`config.mk`:
```
export PLATFORM = sky130hd
export DESIGN_NAME = shifter_var_flat
export DESIGN_NICKNAME = d
export VERILOG_FILES = /design/src/rtl/shifter_var_if.sv /design/src/rtl/shifter_var.sv /design/src/flat_wrapper.sv
export SDC_FILE = /design/constraint.sdc
export NUM_CORES = 1
export LEC_CHECK = 0
export BUFFER_PORTS_ARGS = -buffer_cell sky130_fd_sc_hd__clkbuf_2
export CAP_MARGIN = 10
export CORE_MARGIN = 2
export CORE_UTILIZATION = 27
export CTS_BUF_LIST = sky130_fd_sc_hd__clkbuf_4
export CTS_CLUSTER_DIAMETER = 100
export DETAILED_ROUTE_END_ITERATION = 10
export PLACE_DENSITY = 0.53
export REMOVE_ABC_BUFFERS = 1
export SLEW_MARGIN = 20
export SYNTH_ARGS = -nofsm -noshare
export SYNTH_HDL_FRONTEND = slang
export SYNTH_SLANG_ARGS = --single-unit
```
`constraint.sdc`:
```
create_clock -name clk -period 3.2 [get_ports clk]
set_input_delay 0.48 -clock clk [delete_from_list [all_inputs] [get_ports clk]]
set_output_delay 0.48 -clock clk [all_outputs]
set_load 0.05 [all_outputs]
```
`src/rtl/shifter_var_if.sv`:
```
// Bus bundle for shifter_var: shift control, serial input, tap select and tap/fill status.
// The master side drives enable/ES/delay_sel and observes SS/primed/fill_cnt.
interface shifter_var_if #(
    parameter int WIDTH = 8,
    parameter int DEPTH = 4
);
    localparam int SEL_W = $clog2(DEPTH);
    localparam int CNT_W = $clog2(DEPTH + 1);

    logic             enable;
    logic [WIDTH-1:0] ES;
    logic [SEL_W-1:0] delay_sel;
    logic [WIDTH-1:0] SS;
    logic             primed;
    logic [CNT_W-1:0] fill_cnt;

    modport master (
        output enable,
        output ES,
        output delay_sel,
        input  SS,
        input  primed,
        input  fill_cnt
    );

    modport slave (
        input  enable,
        input  ES,
        input  delay_sel,
        output SS,
        output primed,
        output fill_cnt
    );
endinterface

```
`src/rtl/shifter_var.sv`:
```
// Variable-tap shift register: DEPTH stages of WIDTH bits, output taken from a runtime-selected stage.
// Optional macro SHIFTER_FLUSH_EN adds a flush input that clears the pipeline like reset.
module shifter_var #(
    parameter int WIDTH = 8,
    parameter int DEPTH = 4
) (
    input  logic clk,
    input  logic reset,
`ifdef SHIFTER_FLUSH_EN
    input  logic flush,
`endif
    shifter_var_if.slave bus
);
    localparam int SEL_W = $clog2(DEPTH);
    localparam int CNT_W = $clog2(DEPTH + 1);
    localparam logic [SEL_W-1:0] LAST_SEL = SEL_W'(DEPTH - 1);
    localparam logic [CNT_W-1:0] FULL_CNT = CNT_W'(DEPTH);

    logic [WIDTH-1:0] stage_reg  [DEPTH];
    logic [WIDTH-1:0] stage_next [DEPTH];
    logic [CNT_W-1:0] fill_cnt_reg;
    logic [CNT_W-1:0] fill_cnt_next;
    logic             clear_req;
    logic [SEL_W-1:0] eff_sel;

    // Reset and flush clear identically, so their relative priority is moot.
`ifdef SHIFTER_FLUSH_EN
    assign clear_req = reset | flush;
`else
    assign clear_req = reset;
`endif

    genvar gi;
    generate
        for (gi = 0; gi < DEPTH; gi++) begin : g_stage
            if (gi == 0) begin : g_head
                assign stage_next[gi] = bus.enable ? bus.ES : stage_reg[gi];
            end else begin : g_body
                assign stage_next[gi] = bus.enable ? stage_reg[gi-1] : stage_reg[gi];
            end
        end
    endgenerate

    always_comb begin
        fill_cnt_next = fill_cnt_reg;
        if (bus.enable && (fill_cnt_reg != FULL_CNT)) begin
            fill_cnt_next = fill_cnt_reg + CNT_W'(1);
        end
    end

    always_ff @(posedge clk) begin
        if (clear_req) begin
            for (int i = 0; i < DEPTH; i++) begin
                stage_reg[i] <= '0;
            end
            fill_cnt_reg <= '0;
        end else begin
            for (int i = 0; i < DEPTH; i++) begin
                stage_reg[i] <= stage_next[i];
            end
            fill_cnt_reg <= fill_cnt_next;
        end
    end

    // Selects beyond the last stage clamp to it; primed follows the select with no cycle of lag.
    assign eff_sel      = (bus.delay_sel > LAST_SEL) ? LAST_SEL : bus.delay_sel;
    assign bus.SS       = stage_reg[eff_sel];
    assign bus.fill_cnt = fill_cnt_reg;
    assign bus.primed   = (fill_cnt_reg > CNT_W'(eff_sel));
endmodule
```
`src/flat_wrapper.sv`:
```
// flat-port wrapper written by rule: the top's interface ports become plain ports
module shifter_var_flat 
#(
    parameter int WIDTH = 8,
    parameter int DEPTH = 4
)
  (clk, reset, bus_enable, bus_ES, bus_delay_sel, bus_SS, bus_primed, bus_fill_cnt);
  shifter_var_if #(.WIDTH(WIDTH), .DEPTH(DEPTH)) bus_i ();
  input  logic clk;
  input  logic reset;
  input wire logic [$bits(bus_i.enable)-1:0] bus_enable;
  input wire logic [$bits(bus_i.ES)-1:0] bus_ES;
  input wire logic [$bits(bus_i.delay_sel)-1:0] bus_delay_sel;
  output wire logic [$bits(bus_i.SS)-1:0] bus_SS;
  output wire logic [$bits(bus_i.primed)-1:0] bus_primed;
  output wire logic [$bits(bus_i.fill_cnt)-1:0] bus_fill_cnt;
  assign bus_i.enable = bus_enable;
  assign bus_i.ES = bus_ES;
  assign bus_i.delay_sel = bus_delay_sel;
  assign bus_SS = bus_i.SS;
  assign bus_primed = bus_i.primed;
  assign bus_fill_cnt = bus_i.fill_cnt;
  shifter_var #(.WIDTH(WIDTH), .DEPTH(DEPTH)) u_core (.clk(clk), .reset(reset), .bus(bus_i));
endmodule
```
==> Yosys cells after proc, flatten, opt, wreduce, memory -nomap -nowiden <==
Memories as Yosys holds them, arrays and structs flattened.
Index checks and enable logic that the tools add are counted.
{ "totals": {"mem_bits_rw": 32, "input_bits": 13, "regBits": 3, "mem_count": 1, "out_inout_bits": 12, "wordCells": 25} }
{ "classes": {"add_sub_neg": 1, "eq_ne": 2, "bitwise_logic": 4, "n_lt_le_gt_ge": 2, "n_reduce_logical": 2, "mux": 12} }
{ "mem_list": {"columns": ["memory", "words", "word_bits", "rd", "rd_clocked_by_memory_dff", "write_ports", "line", "source"], "rows": [
  ["u_core.stage_reg", 4, 8, 4, 0, 4, "shifter_var.sv:19", "logic [WIDTH-1:0] stage_reg [DEPTH];"]
]} }
{ "ops": {"columns": ["cell", "n"], "rows": [
  ["$mux W8", 8],
  ["$or A1 B1 Y1", 4],
  ["$add A3 B1 Y3 const B", 1],
  ["$gt A3 B2 Y1", 1],
  ["$mux W1", 3],
  ["$ne A3 B3 Y1 const B", 1],
  ["$gt A2 B2 Y1 const B", 1],
  ["$mux W2", 1],
  ["$reduce_and A2 Y1", 1],
  ["$logic_and A1 B1 Y1", 1],
  ["$ne A1 B1 Y1 const B", 1]
]} }

==> Logic depth before layout (Yosys ltp) <==
Gate-level depths: netlist of run 1.
{ "depth": {"ltp_word": 3, "ltp_mapped": 6, "ltp_nobuf": 5} }

==> Worst setup path before layout of run 1 <==
OpenSTA, ideal clock, no wires.
{ "synth_timing": {"path_kind": "register to output", "startpoint": "register u_core.fill_cnt_reg[0], in the netlist u_core.bus.fill_cnt[0]", "endpoint": "output bus_primed", "required_ns": 2.720, "stages_incl_launch_ff": 6, "slack_ns": 1.143, "t_arrival_ns": 1.577, "cell_sequence": "dfxtp_1 inv_1 ha_1 nand2_1 o21ai_0 nand2b_1"} }
{ "synth_between": {"elab_chain_cells": 1} }
{ "synth_lines": {"columns": ["element", "line", "source"], "rows": [
  ["start, declared", "shifter_var.sv:21", "logic [CNT_W-1:0] fill_cnt_reg;"],
  ["start signal, assigned", "shifter_var.sv:61", "fill_cnt_reg <= fill_cnt_next;"],
  ["$gt A3 B2 Y1", "shifter_var.sv:69", "assign bus.primed = (fill_cnt_reg > CNT_W'(eff_sel));"],
  ["end, declared", "flat_wrapper.sv:15", "output wire logic [$bits(bus_i.primed)-1:0] bus_primed;"]
]} }
Every way passes these cells.

==> Final worst setup path of run 1 <==
{ "layout_timing": {"startpoint": "input bus_delay_sel[1]", "endpoint": "output bus_primed"} }
{ "layout_between": {"elab_chain_cells": 3} }
{ "layout_lines": {"columns": ["element", "line", "source"], "rows": [
  ["start, declared", "flat_wrapper.sv:13", "input wire logic [$bits(bus_i.delay_sel)-1:0] bus_delay_sel;"],
  ["$gt A2 B2 Y1", "shifter_var.sv:66", "assign eff_sel = (bus.delay_sel > LAST_SEL) ? LAST_SEL : bus.delay_sel;"],
  ["$mux W2 *", "shifter_var.sv:66", null],
  ["$gt A3 B2 Y1 *", "shifter_var.sv:69", null]
]} }
Mark *: on every way between the ends. The rest lies on a longest branch, timed or not.

==> results.txt, run 1 <==
The largest total area in the synthesized netlist belongs to sky130_fd_sc_hd__dfxtp_1. Pin placement for this block handled 25 I/O pins. The beginning of the worst register-to-register path is u_core.bus.fill_cnt[0]. The design draws 839.7 uW.

The insertion delay of the later-clocked pin in the worst-skew pair is 0.33 ns. The smallest clock period supported by the final layout is computed as 2.197 ns. In this run the cell area measured after placement is 1713 um2. The number of endpoints with negative hold slack in the final report was 0. Setup repair after global routing left no endpoint under its margin. The analysis attributes to cell leakage a power of 0.0007852 uW. 0 antenna diodes ended up in the layout. After routing the design area is 1759 um2. Number of hold buffers added after CTS: 0.

Most common library cell in the layout ignoring fill and taps: sky130_fd_sc_hd__dfxtp_1. The first global-routing pass estimated 5085 um of wire. The register with the most flip-flops in the layout has 32 of them. The tools report the number of antenna violations at the first check in global routing as 0. The clock-pin slew reported for the worst setup and hold paths after clock tree synthesis was 0.11 ns; the number of post-CTS setup repair buffers was 0. The worst setup timing slack at the placement stage is 0.9820 ns, and the critical path data arrival time is 1.72 ns. Summed over all layers, the global routing overflow is 0. Clock tree synthesis selected as its root buffer the cell sky130_fd_sc_hd__clkbuf_4. Number of sinks driven by the clock tree: 35.

After routing, the total negative slack on setup checks comes to 0 ns. Post-CTS repair changed the size of 0 cells. The final-report max-slew violation count came out at 0. The via count of the first global-routing pass is 1044, and the area of the core is 5540 um2. End of the worst register-to-register path: u_core.bus.fill_cnt[1]. For the max capacitance violation total, the log shows 0.

The flow ran to the end, and the final reports show no timing, DRC or antenna violations. The worst setup path is launched from a primary input. Post-route clock skew: 0.01125 ns. For the maximum buffer depth of the clock tree, the log shows 2. The pre-antenna-repair detailed-routing pass consisted of 4 iterations. The beginning of the worst hold path was bus_ES[5]. The routed wire length is 3011 um, and the flop and latch count out of synthesis is 35. Measured in cells, the most critical reg-to-reg path has a length of 5.

The tools report the hold-critical path endpoint as u_core.stage_reg[0][5]. In this run the remaining antenna-violating nets after routing total 0. The detailed-route via count was 1025. STA classifies the critical path endpoint as an output pin. The final cycle utilization of the critical path is 68.65%. At the worst endpoint, the required time is 2.72 ns. Compared with the post-synthesis result, the final layout area differs by 12.39%. The tools report the starting utilization of the core area as 28.25%. The register-to-register path setup slack was 1.91 ns; the post-detailed-route wirelength per cell was 13.44 um.

The min-delay analysis places its worst path in the category in -> reg. Entering global routing, the biggest net connects 30 pins. The run gives 1.003 ns as the post-route worst setup slack. Yosys attributes the largest share of cell area to sky130_fd_sc_hd__dfxtp_1 (35%), sky130_fd_sc_hd__mux2i_1 (16%), sky130_fd_sc_hd__edfxtp_1 (15%).

For the number of levels the H-tree was split into, the log shows 2. The all-layer global routing usage was 10.64%; the number of nets in the layout was 169. The run gives 5 as the number of buffers created by CTS. The count of endpoints failing setup in the final report was 0; the count of warnings emitted by yosys was 0.

At the pin with the least slew margin, the transition time is 0.5674 ns. In the routed design, unresolved DRC markers number 0. The mean instance size in the synthesized netlist is 12.23 um2.

The setup path with the least slack is of type in -> out. Leaving out fill and tap cells, the most frequent cells in the layout are sky130_fd_sc_hd__dfxtp_1 (27), sky130_fd_sc_hd__nor2_1 (26), sky130_fd_sc_hd__mux2i_1 (25). TritonCTS built the clock tree. The maximum fanout along the worst path was 9. Detailed placement ended at an HPWL of 2001 um.

In this run the tightest slew margin relative to its limit is 62.17%. The height of the die came out at 80.14 um. Based on the critical path, the design can be clocked at up to 0.4552 GHz. The gate count after technology mapping was 128; the share of post-route cells with drive strength above 1 was 26.97%. The die covers 6422 um2. The smallest hold slack is 0.3819 ns, and the total power per unit cell area is 477.3 nW/um2.

The logs give 27 for the number of placement rows and 1565 um2 for the total standard cell area after synthesis. Area share of the largest cell type after synthesis: 34.53%. The highest ir drop seen on vdd came out at 0.0002356 V.

The final weighted congestion of routability-driven global placement is 0.6894, and the count of input and output buffers is 24. Count of distinct cell types in the synthesized netlist: 22. Sequential cells were found to cover 49.88% of the synthesized design area. In the routed layout, each cell is associated on average with a via count of 4.576. In this run, the number of DRC markers left after iteration 0 of detailed routing was 13. In this run the horizontal extent of the chip is 80.14 um. Along the worst hold path, the cell count comes to 3.
==> critical path, stage by stage <==
cell	delay (ns)
sky130_fd_sc_hd__clkbuf_2	0.28
sky130_fd_sc_hd__inv_1	0.09
sky130_fd_sc_hd__ha_1	0.29
sky130_fd_sc_hd__nor2b_1	0.13
sky130_fd_sc_hd__o21ai_0	0.14
sky130_fd_sc_hd__nand2b_1	0.07
sky130_fd_sc_hd__clkbuf_2	0.23
==> per-stage QoR <==
step	utilization [%]	std cells
after floorplan	-	120
after global placement	30.92	217
after detailed placement	30.92	217
after CTS	31.75	224
after global routing	31.75	224
final	31.75	224
==> metal layers <==
metal	up-vias	track usage, %	wire, um
li1	490	-	-
met1	506	12.30	1301
met2	23	17.83	1502
met3	6	3.596	164
met4	0	4.576	42
met5	-	0	0
==> power breakdown <==
part / total [uW] / switching (uW) / internal (uW) / leakage, uW
sequential: 483 / 13.3 / 469 / 0.000309
combinational: 136 / 87.0 / 49.1 / 0.000447
clock: 221 / 143 / 77.9 / 0.0000285
total: 840 / 243 / 596 / 0.000785
==> worst max path at each step <==
stage                           startpoint    endpoint  slack, ns  depth (start not counted)
global route              bus_delay_sel[1]  bus_primed       0.86                          7
CTS                       bus_delay_sel[1]  bus_primed       0.98                          7
detailed placement        bus_delay_sel[1]  bus_primed       0.98                          7
floorplan           u_core.bus.fill_cnt[0]  bus_primed       1.14                          5
global placement          bus_delay_sel[1]  bus_primed       0.99                          7
finish                    bus_delay_sel[1]  bus_primed       1.00                          7
==> layout make-up <==
cell class                 count  area, um2
inverter                       3      11.26
fill                         600       3781
multi-input combinational     82      703.2
clock buffer                   5      37.54
clock inverter                 2      8.758
tap                           72      90.09
timing repair buffer          25      127.6
sequential                    35      780.7
==> synth_stat cells (all sizes together) <==
master	count
a21boi	1
a21oi	1
and2	8
and2b	1
and4b	1
buf	8
dfxtp	27
edfxtp	8
ha	4
inv	3
mux2i	25
mux4	8
nand2	1
nand2b	1
nor2	26
nor2b	1
nor3	1
o21ai	1
or2	1
xnor2	1
==> logic make-up (layout without fill, tap and decap cells) <==
group / count (synthesis) / after routing / share of synthesized area (%)
AO/OA/AOI/OAI: 3 / 3 / 1.358
buffers and inverters: 11 / 35 / 5.195
AND/OR/NAND/NOR: 41 / 41 / 12.31
XOR/XNOR: 1 / 1 / 0.5597
flip-flops: 35 / 35 / 49.88
adder cells (fa/ha/maj): 4 / 4 / 3.198
multiplexers: 33 / 33 / 27.50
Note: power is estimated with default switching activity, not from simulation.
==> inputs of run 2 (changes only) <==
clock period = 2.2 ns   (was 3.2 ns; I/O delays follow)
==> results.txt, run 2 (same netlist as run 1, synthesis figures left out) <==
The flow ran to the end, and the final reports show no timing, DRC or antenna violations. The remaining max-slew budget at the tightest pin came out at 65.68% (was 62.17%). The run gives 55.4% (was 57.5%) as the portion of total power attributed to sequential cells. For the leakage power summed over all cells, the log shows 0.0008031 uW (was 0.0007852 uW). The tools report the beginning of the worst register-to-register path as u_core.bus.fill_cnt[0] (unchanged). The worst path in the final design needs a cycle of 1.974 ns, including I/O delays and setup. Setup repair after global routing left no endpoint under its margin.

The tools report the total inserted antenna cells as 0 (unchanged). For the number of endpoints with negative hold slack in the final report, the log shows 0 (unchanged). The logs give 0 (unchanged) for the final-report max-slew violation count and 0 (unchanged) for the count of endpoints failing setup in the final report. The maximum fanout along the worst path works out to 5 (was 9). The routed wire length is 3053 um (was 3011 um), and the final cycle utilization of the critical path is 89.74%. The kind of cell adding the most delay to the critical path is flip-flops (was buffers and inverters). Required time reported for the critical path endpoint: 1.87 ns (was 2.72 ns).

The violation count after the first detailed-route iteration is 39 (was 13). The kind of start point of the critical path was a flip-flop (was a primary input). The tools report the register-to-register path setup slack as 0.90 ns (was 1.91 ns). The run gives 0 (unchanged) as the number of antenna violations at the first check in global routing. The most common library cell in the layout ignoring fill and taps is sky130_fd_sc_hd__dfxtp_1 (unchanged). The kind of path behind the tightest hold check is in -> reg (unchanged). The area growth from synthesis to final layout was 14.23% (was 12.39%); the flip-flop count of the largest register, all copies and words added was 32 (unchanged). The number of hold buffers added after CTS is 0 (unchanged). The post-route clock skew came out at 0.01009 ns (was 0.01125 ns). The number of top-level pins was 25 (unchanged); the number of placement rows was 27 (unchanged). The buffers plus inverters on the worst setup path was 1 (was 3). The total power per unit cell area is 708.8 nW/um2 (was 477.3 nW/um2). Cells along the critical path: ha_1 -> nor2b_1 -> o21ai_0 -> nand2b_1 -> clkbuf_2 (was clkbuf_2 -> inv_1 -> ha_1 -> nor2b_1 -> o21ai_0 -> nand2b_1 -> clkbuf_2). The die boundary width was 80.14 um (unchanged); the half-perimeter wire length of the detailed placement result was 2170 um (was 2001 um). Commonest cells after routing, fill and taps aside: sky130_fd_sc_hd__dfxtp_1 (27), sky130_fd_sc_hd__nor2_1 (26), sky130_fd_sc_hd__mux2i_1 (25) (unchanged). The tools report the all-layer global routing usage as 10.65% (was 10.64%). The number of levels the H-tree was split into was 2 (unchanged). For the maximum buffer depth of the clock tree, the log shows 2 (unchanged).

The highest ir drop seen on vdd is 0.0003067 V (was 0.0002356 V), and the final weighted congestion of routability-driven global placement is 0.6971 (was 0.6894). The insertion delay of the later-clocked pin in the worst-skew pair came out at 0.33 ns (about the same). The end of the worst register-to-register path was u_core.bus.fill_cnt[1] (unchanged). The switching power as a share of total power is 27.38% (was 28.97%), and the design internal power is 920.2 uW (was 596.5 uW). For the number of nets in the layout, the log shows 171 (was 169). The tools report the largest net degree at the start of global routing as 22 (was 30). The cell with the biggest individual delay on the critical path is sky130_fd_sc_hd__dfxtp_1 (was sky130_fd_sc_hd__ha_1). Number of buffers created by CTS: 5 (unchanged).

The hold-critical path endpoint is u_core.stage_reg[0][4] (was u_core.stage_reg[0][5]). The logs give 6422 um2 (unchanged) for the die footprint and 5540 um2 (unchanged) for the area of the core. The count of input and output buffers is 24 (unchanged), and the total power of the final layout is 1267 uW (was 839.7 uW). The count of TritonRoute iterations in the first routing pass was 4 (unchanged); the detailed-route via count was 1014 (was 1025).

The number of sinks driven by the clock tree was 35 (unchanged); the post-detailed-route wirelength per cell was 13.45 um (was 13.44 um). The max capacitance violation total came out at 0 (unchanged). The run gives 28.7% (was 26.3%) as the clock share of power. The buffer type at the clock tree root is sky130_fd_sc_hd__clkbuf_4 (unchanged). The beginning of the worst hold path is bus_ES[4] (was bus_ES[5]).

The worst hold path depth was 3 (unchanged). The class of the most critical setup path was reg -> out (was in -> out). The tools report the switching component of the power as 347.0 uW (was 243.2 uW). The logs give 5140 um (was 5085 um) for the global-route wire length before repair and 0 ns (unchanged) for the total negative slack for setup checks. For this run, the top clock speed supported by timing is 0.5065 GHz. The sort of element at the end of the critical path is an output pin (unchanged).

The largest stage delay on the critical path was 0.43 ns (was 0.29 ns); the part of the total power dissipated in combinational logic was 15.9% (was 16.2%). The via count normalized by instance count was 4.467 (was 4.576). The starting utilization of the core area was 28.25% (unchanged).

The height of the die works out to 80.14 um (unchanged). The via count of the first global-routing pass is 1047 (was 1044). TritonCTS built the clock tree. The clock-pin slew reported for the worst setup and hold paths after clock tree synthesis is 0.10 ns (was 0.11 ns), and the critical path data arrival time is 1.64 ns (was 1.72 ns). Logic depth of the worst register-to-register path: 5 (unchanged).

The share of post-route cells with drive strength above 1 was 29.03% (was 26.97%). The number of instances resized during post-cts repair came out at 0 (unchanged). The transition time at the pin with the least slew margin is 0.5149 ns (was 0.5674 ns), and the number of nets with antenna violations after detailed routing is 0 (unchanged). The post-detailed-route DRC marker count was 0 (unchanged). The number of post-CTS setup repair buffers is 0 (unchanged). The tools report the final global-route overflow total as 0 (unchanged).
run 2: changes by cell type in the layout (fill, tap and decap cells not counted), sizes merged:
| cell | before | now |
|---|---|---|
| clkbuf | 29 | 32 |
| buf | 1 | 3 |
| clkinv | 2 | 0 |
run 2: worst register-to-register path, delay by kind of cell, from the launching register on:
kind / cells / cell delay, ns
DFF: 1 / 0.41
adders and majority gates: 1 / 0.23
AOI/OAI and AO/OA: 1 / 0.20
muxes: 1 / 0.20
buffers and inverters: 1 / 0.09
and+or+nand+nor: 1 / 0.06
run 2: routing by layer:
| metal | global-route usage (%) | wire length, um |
|---|---|---|
| met3 | 3.371 | 156 |
| met4 | 5.254 | 55 |
| met1 | 13.03 | 1396 |
| met5 | 0 | 0 |
| met2 | 16.83 | 1444 |
run 2: how the worst max path moves through the flow:
stage	depth (start not counted)	slack (ns)	end	startpoint
6_report	5	0.23	bus_primed	u_core.bus.fill_cnt[1]
5_1_grt	5	0.14	bus_primed	u_core.bus.fill_cnt[1]
4_1_cts	5	0.23	bus_primed	u_core.bus.fill_cnt[1]
3_5_place_dp	3	0.39	bus_SS[7]	bus_delay_sel[0]
3_3_place_gp	3	0.39	bus_SS[7]	bus_delay_sel[0]
2_1_floorplan	5	0.29	bus_primed	u_core.bus.fill_cnt[0]
run 2: area by class of cell:
| class | count | area (um2) |
|---|---|---|
| clock buffer | 8 | 60.06 |
| fill | 574 | 3752 |
| tap | 72 | 90.09 |
| multi-input combinational | 82 | 703.2 |
| inverter | 3 | 11.26 |
| sequential | 35 | 780.7 |
| timing repair buffer | 27 | 142.6 |
run 2: per-stage QoR:
stage	instance area, um2	utilization, %	hold WS (ns)	worst slack (ns)	std cells
floorplan	1495	-	0.4024	0.2934	120
global placement	1728	31.19	0.4887	0.3945	219
detailed placement	1728	31.19	0.5083	0.3922	219
CTS	1788	32.27	0.2160	0.2292	227
global route	1788	32.27	0.2421	0.1359	227
finish	1788	32.27	0.2275	0.2256	227
run 2: power groups by stage:
stage / Combinational, uW / Clock [uW] / Sequential (uW)
3_3_place_gp: 199 / 0 / 714
4_1_cts: 205 / 377 / 702
2_1_floorplan: 120 / 0 / 725
5_1_grt: 220 / 402 / 706
3_5_place_dp: 204 / 0 / 717
6_report: 201 / 364 / 702
==> inputs of run 3 (changes only) <==
PLACE_DENSITY = not set   (was 0.53)
PLACE_DENSITY_LB_ADDON = 0.15   (was not set)
clock period = 2.5 ns   (was 2.2 ns; I/O delays follow)
==> results.txt, run 3 (same netlist as run 1, synthesis figures left out) <==
The global-route wire length before repair was 5092 um (was 5140 um). The leakage power summed over all cells was 0.0007976 uW (was 0.0008031 uW). The class of the most critical setup path was reg -> out (unchanged). Violation count after the first detailed-route iteration: 35 (was 39).

The share of post-route cells with drive strength above 1 works out to 28.57% (was 29.03%). The height of the die is 80.14 um (unchanged), and the number of nets in the layout is 170 (was 171). The number of endpoints with negative hold slack in the final report is 0 (unchanged).

Maximum buffer depth of the clock tree: 2 (unchanged). The post-route clock skew was 0.01023 ns (was 0.01009 ns). The count of input and output buffers came out at 24 (unchanged).

The number of placement rows was 27 (unchanged). The peak clock frequency supported by timing is 0.4958 GHz, and the count of TritonRoute iterations in the first routing pass is 4 (unchanged). The tools report the insertion delay of the later-clocked pin in the worst-skew pair as 0.34 ns (was 0.33 ns). The tools report the number of levels the H-tree was split into as 2 (unchanged). Kind of path behind the tightest hold check: in -> reg (unchanged).

The routed wire length was 3191 um (was 3053 um); the total inserted antenna cells was 0 (unchanged). The total negative slack for setup checks was 0 ns (unchanged); the number of buffers created by CTS was 5 (unchanged). The sort of element at the end of the critical path was an output pin (unchanged). For the number of hold buffers added after CTS, the log shows 0 (unchanged). The via count of the first global-routing pass was 1023 (was 1047). Subtracting the final worst setup slack from the clock period gives 2.017 ns. The final weighted congestion of routability-driven global placement came out at 0.6800 (was 0.6971).

The run gives 0 (unchanged) as the number of antenna violations at the first check in global routing. For the worst setup timing slack at the placement stage, the log shows 0.4756 ns (was 0.3922 ns). The buffers plus inverters on the worst setup path is 1 (unchanged). The number of top-level pins is 25 (unchanged), and the instance count on the critical path is 5 (unchanged). Cells along the critical path: ha_1 -> nor2b_1 -> o21ai_0 -> nand2b_1 -> clkbuf_2 (unchanged). The die boundary width was 80.14 um (unchanged).

Final global-route overflow total: 0 (unchanged). The logs give 5540 um2 (unchanged) for the area of the core and 2139 um (was 2170 um) for the half-perimeter wire length of the detailed placement result. The logs give 0 (unchanged) for the post-detailed-route DRC marker count and 6422 um2 (unchanged) for the die footprint. The required time reported for the critical path endpoint was 2.12 ns (was 1.87 ns). The largest stage delay on the critical path was 0.43 ns (about the same); the all-layer global routing usage was 10.83% (was 10.65%). Setup repair after global routing left no endpoint under its margin.

The worst hold path depth is 3 (unchanged). The maximum fanout along the worst path is 5 (unchanged). TritonCTS built the clock tree. The transition time at the pin with the least slew margin was 0.5567 ns (was 0.5149 ns). Logic depth of the worst register-to-register path: 5 (unchanged). Commonest cells after routing, fill and taps aside: sky130_fd_sc_hd__dfxtp_1 (27), sky130_fd_sc_hd__nor2_1 (26), sky130_fd_sc_hd__mux2i_1 (25) (unchanged). Most common library cell in the layout ignoring fill and taps: sky130_fd_sc_hd__dfxtp_1 (unchanged). The kind of cell adding the most delay to the critical path is flip-flops (unchanged). The post-detailed-route wirelength per cell works out to 14.12 um (was 13.45 um). The kind of start point of the critical path was a flip-flop (unchanged). Number of instances resized during post-cts repair: 0 (unchanged). The post-route worst setup slack was 0.4831 ns (was 0.2256 ns). The number of sinks driven by the clock tree was 35 (unchanged). For the count of endpoints failing setup in the final report, the log shows 0 (unchanged).

Of the available clock period, the critical path in the final layout requires 80.68%. The number of nets with antenna violations after detailed routing was 0 (unchanged); the number of post-CTS setup repair buffers was 0 (unchanged). The highest ir drop seen on vdd was 0.0002850 V (was 0.0003067 V). The cell with the biggest individual delay on the critical path is sky130_fd_sc_hd__dfxtp_1 (unchanged). Buffer type at the clock tree root: sky130_fd_sc_hd__clkbuf_4 (unchanged). The area growth from synthesis to final layout is 13.59% (was 14.23%). For the starting utilization of the core area, the log shows 28.25% (unchanged). The detailed-route via count was 1007 (was 1014); the total power per unit cell area was 624.5 nW/um2 (was 708.8 nW/um2). Largest net degree at the start of global routing: 22 (unchanged). The max capacitance violation total is 0 (unchanged), and the via count normalized by instance count is 4.456 (was 4.467). The critical path data arrival time was 1.64 ns (about the same); the flip-flop count of the largest register, all copies and words added was 32 (unchanged). The run finished with clean final reports. The remaining max-slew budget at the tightest pin is 62.88% (was 65.68%), and the final-report max-slew violation count is 0 (unchanged). The clock-pin slew reported for the worst setup and hold paths after clock tree synthesis came out at 0.11 ns (was 0.10 ns).
## run 3: per-stage QoR
step	util (%)	std cells	total power [uW]	instance area (um2)	hold WS (ns)
detailed placement	31.05	218	808.9	1720	0.5027
global route	32.09	226	1176	1778	0.2675
finish	32.09	226	1110	1778	0.2658
CTS	32.09	226	1135	1778	0.2532
global placement	31.05	218	805.2	1720	0.4859
floorplan	-	120	743.7	1495	0.4474
## run 3: layout make-up
cell class,count,area (um2)
Clock buffer,7,52.55
Clock inverter,1,5.005
Fill cell,609,3762
Inverter,3,11.26
Multi-Input combinational cell,82,703.2
Sequential cell,35,780.7
Tap cell,72,90.09
Timing Repair Buffer,26,135.1
## run 3: final timing paths
check / start / to / slack, ns
worst max-delay path: u_core.bus.fill_cnt[1] / bus_primed / 0.48
worst min-delay path: bus_ES[6] / u_core.stage_reg[0][6] / 0.27
worst max register to register: u_core.bus.fill_cnt[0] / u_core.bus.fill_cnt[1] / 1.21
worst min register to register: u_core.stage_reg[1][0] / u_core.stage_reg[2][0] / 0.52
## run 3: worst reg2reg max path: cells and delay by family, from the launching register on
| kind | cells | cell delay [ns] |
|---|---|---|
| DFF | 1 | 0.42 |
| and+or+nand+nor | 1 | 0.05 |
| buffers and inverters | 1 | 0.09 |
| adders and majority gates | 1 | 0.23 |
| muxes | 1 | 0.20 |
| AOI/OAI and AO/OA | 1 | 0.20 |
## run 3: power breakdown
part | internal (uW) | switching [uW] | total, uW
Sequential | 601 | 17.1 | 618
Combinational | 63.5 | 112 | 176
Clock | 131 | 185 | 317
## run 3: layer usage
metal / global-route usage, % / wire [um] / vias up
li1: - / - / 492
met1: 12.73 / 1409 / 487
met2: 17.50 / 1563 / 22
met3: 4.607 / 167 / 6
met4: 4.068 / 50 / 0
met5: 0 / 0 / -
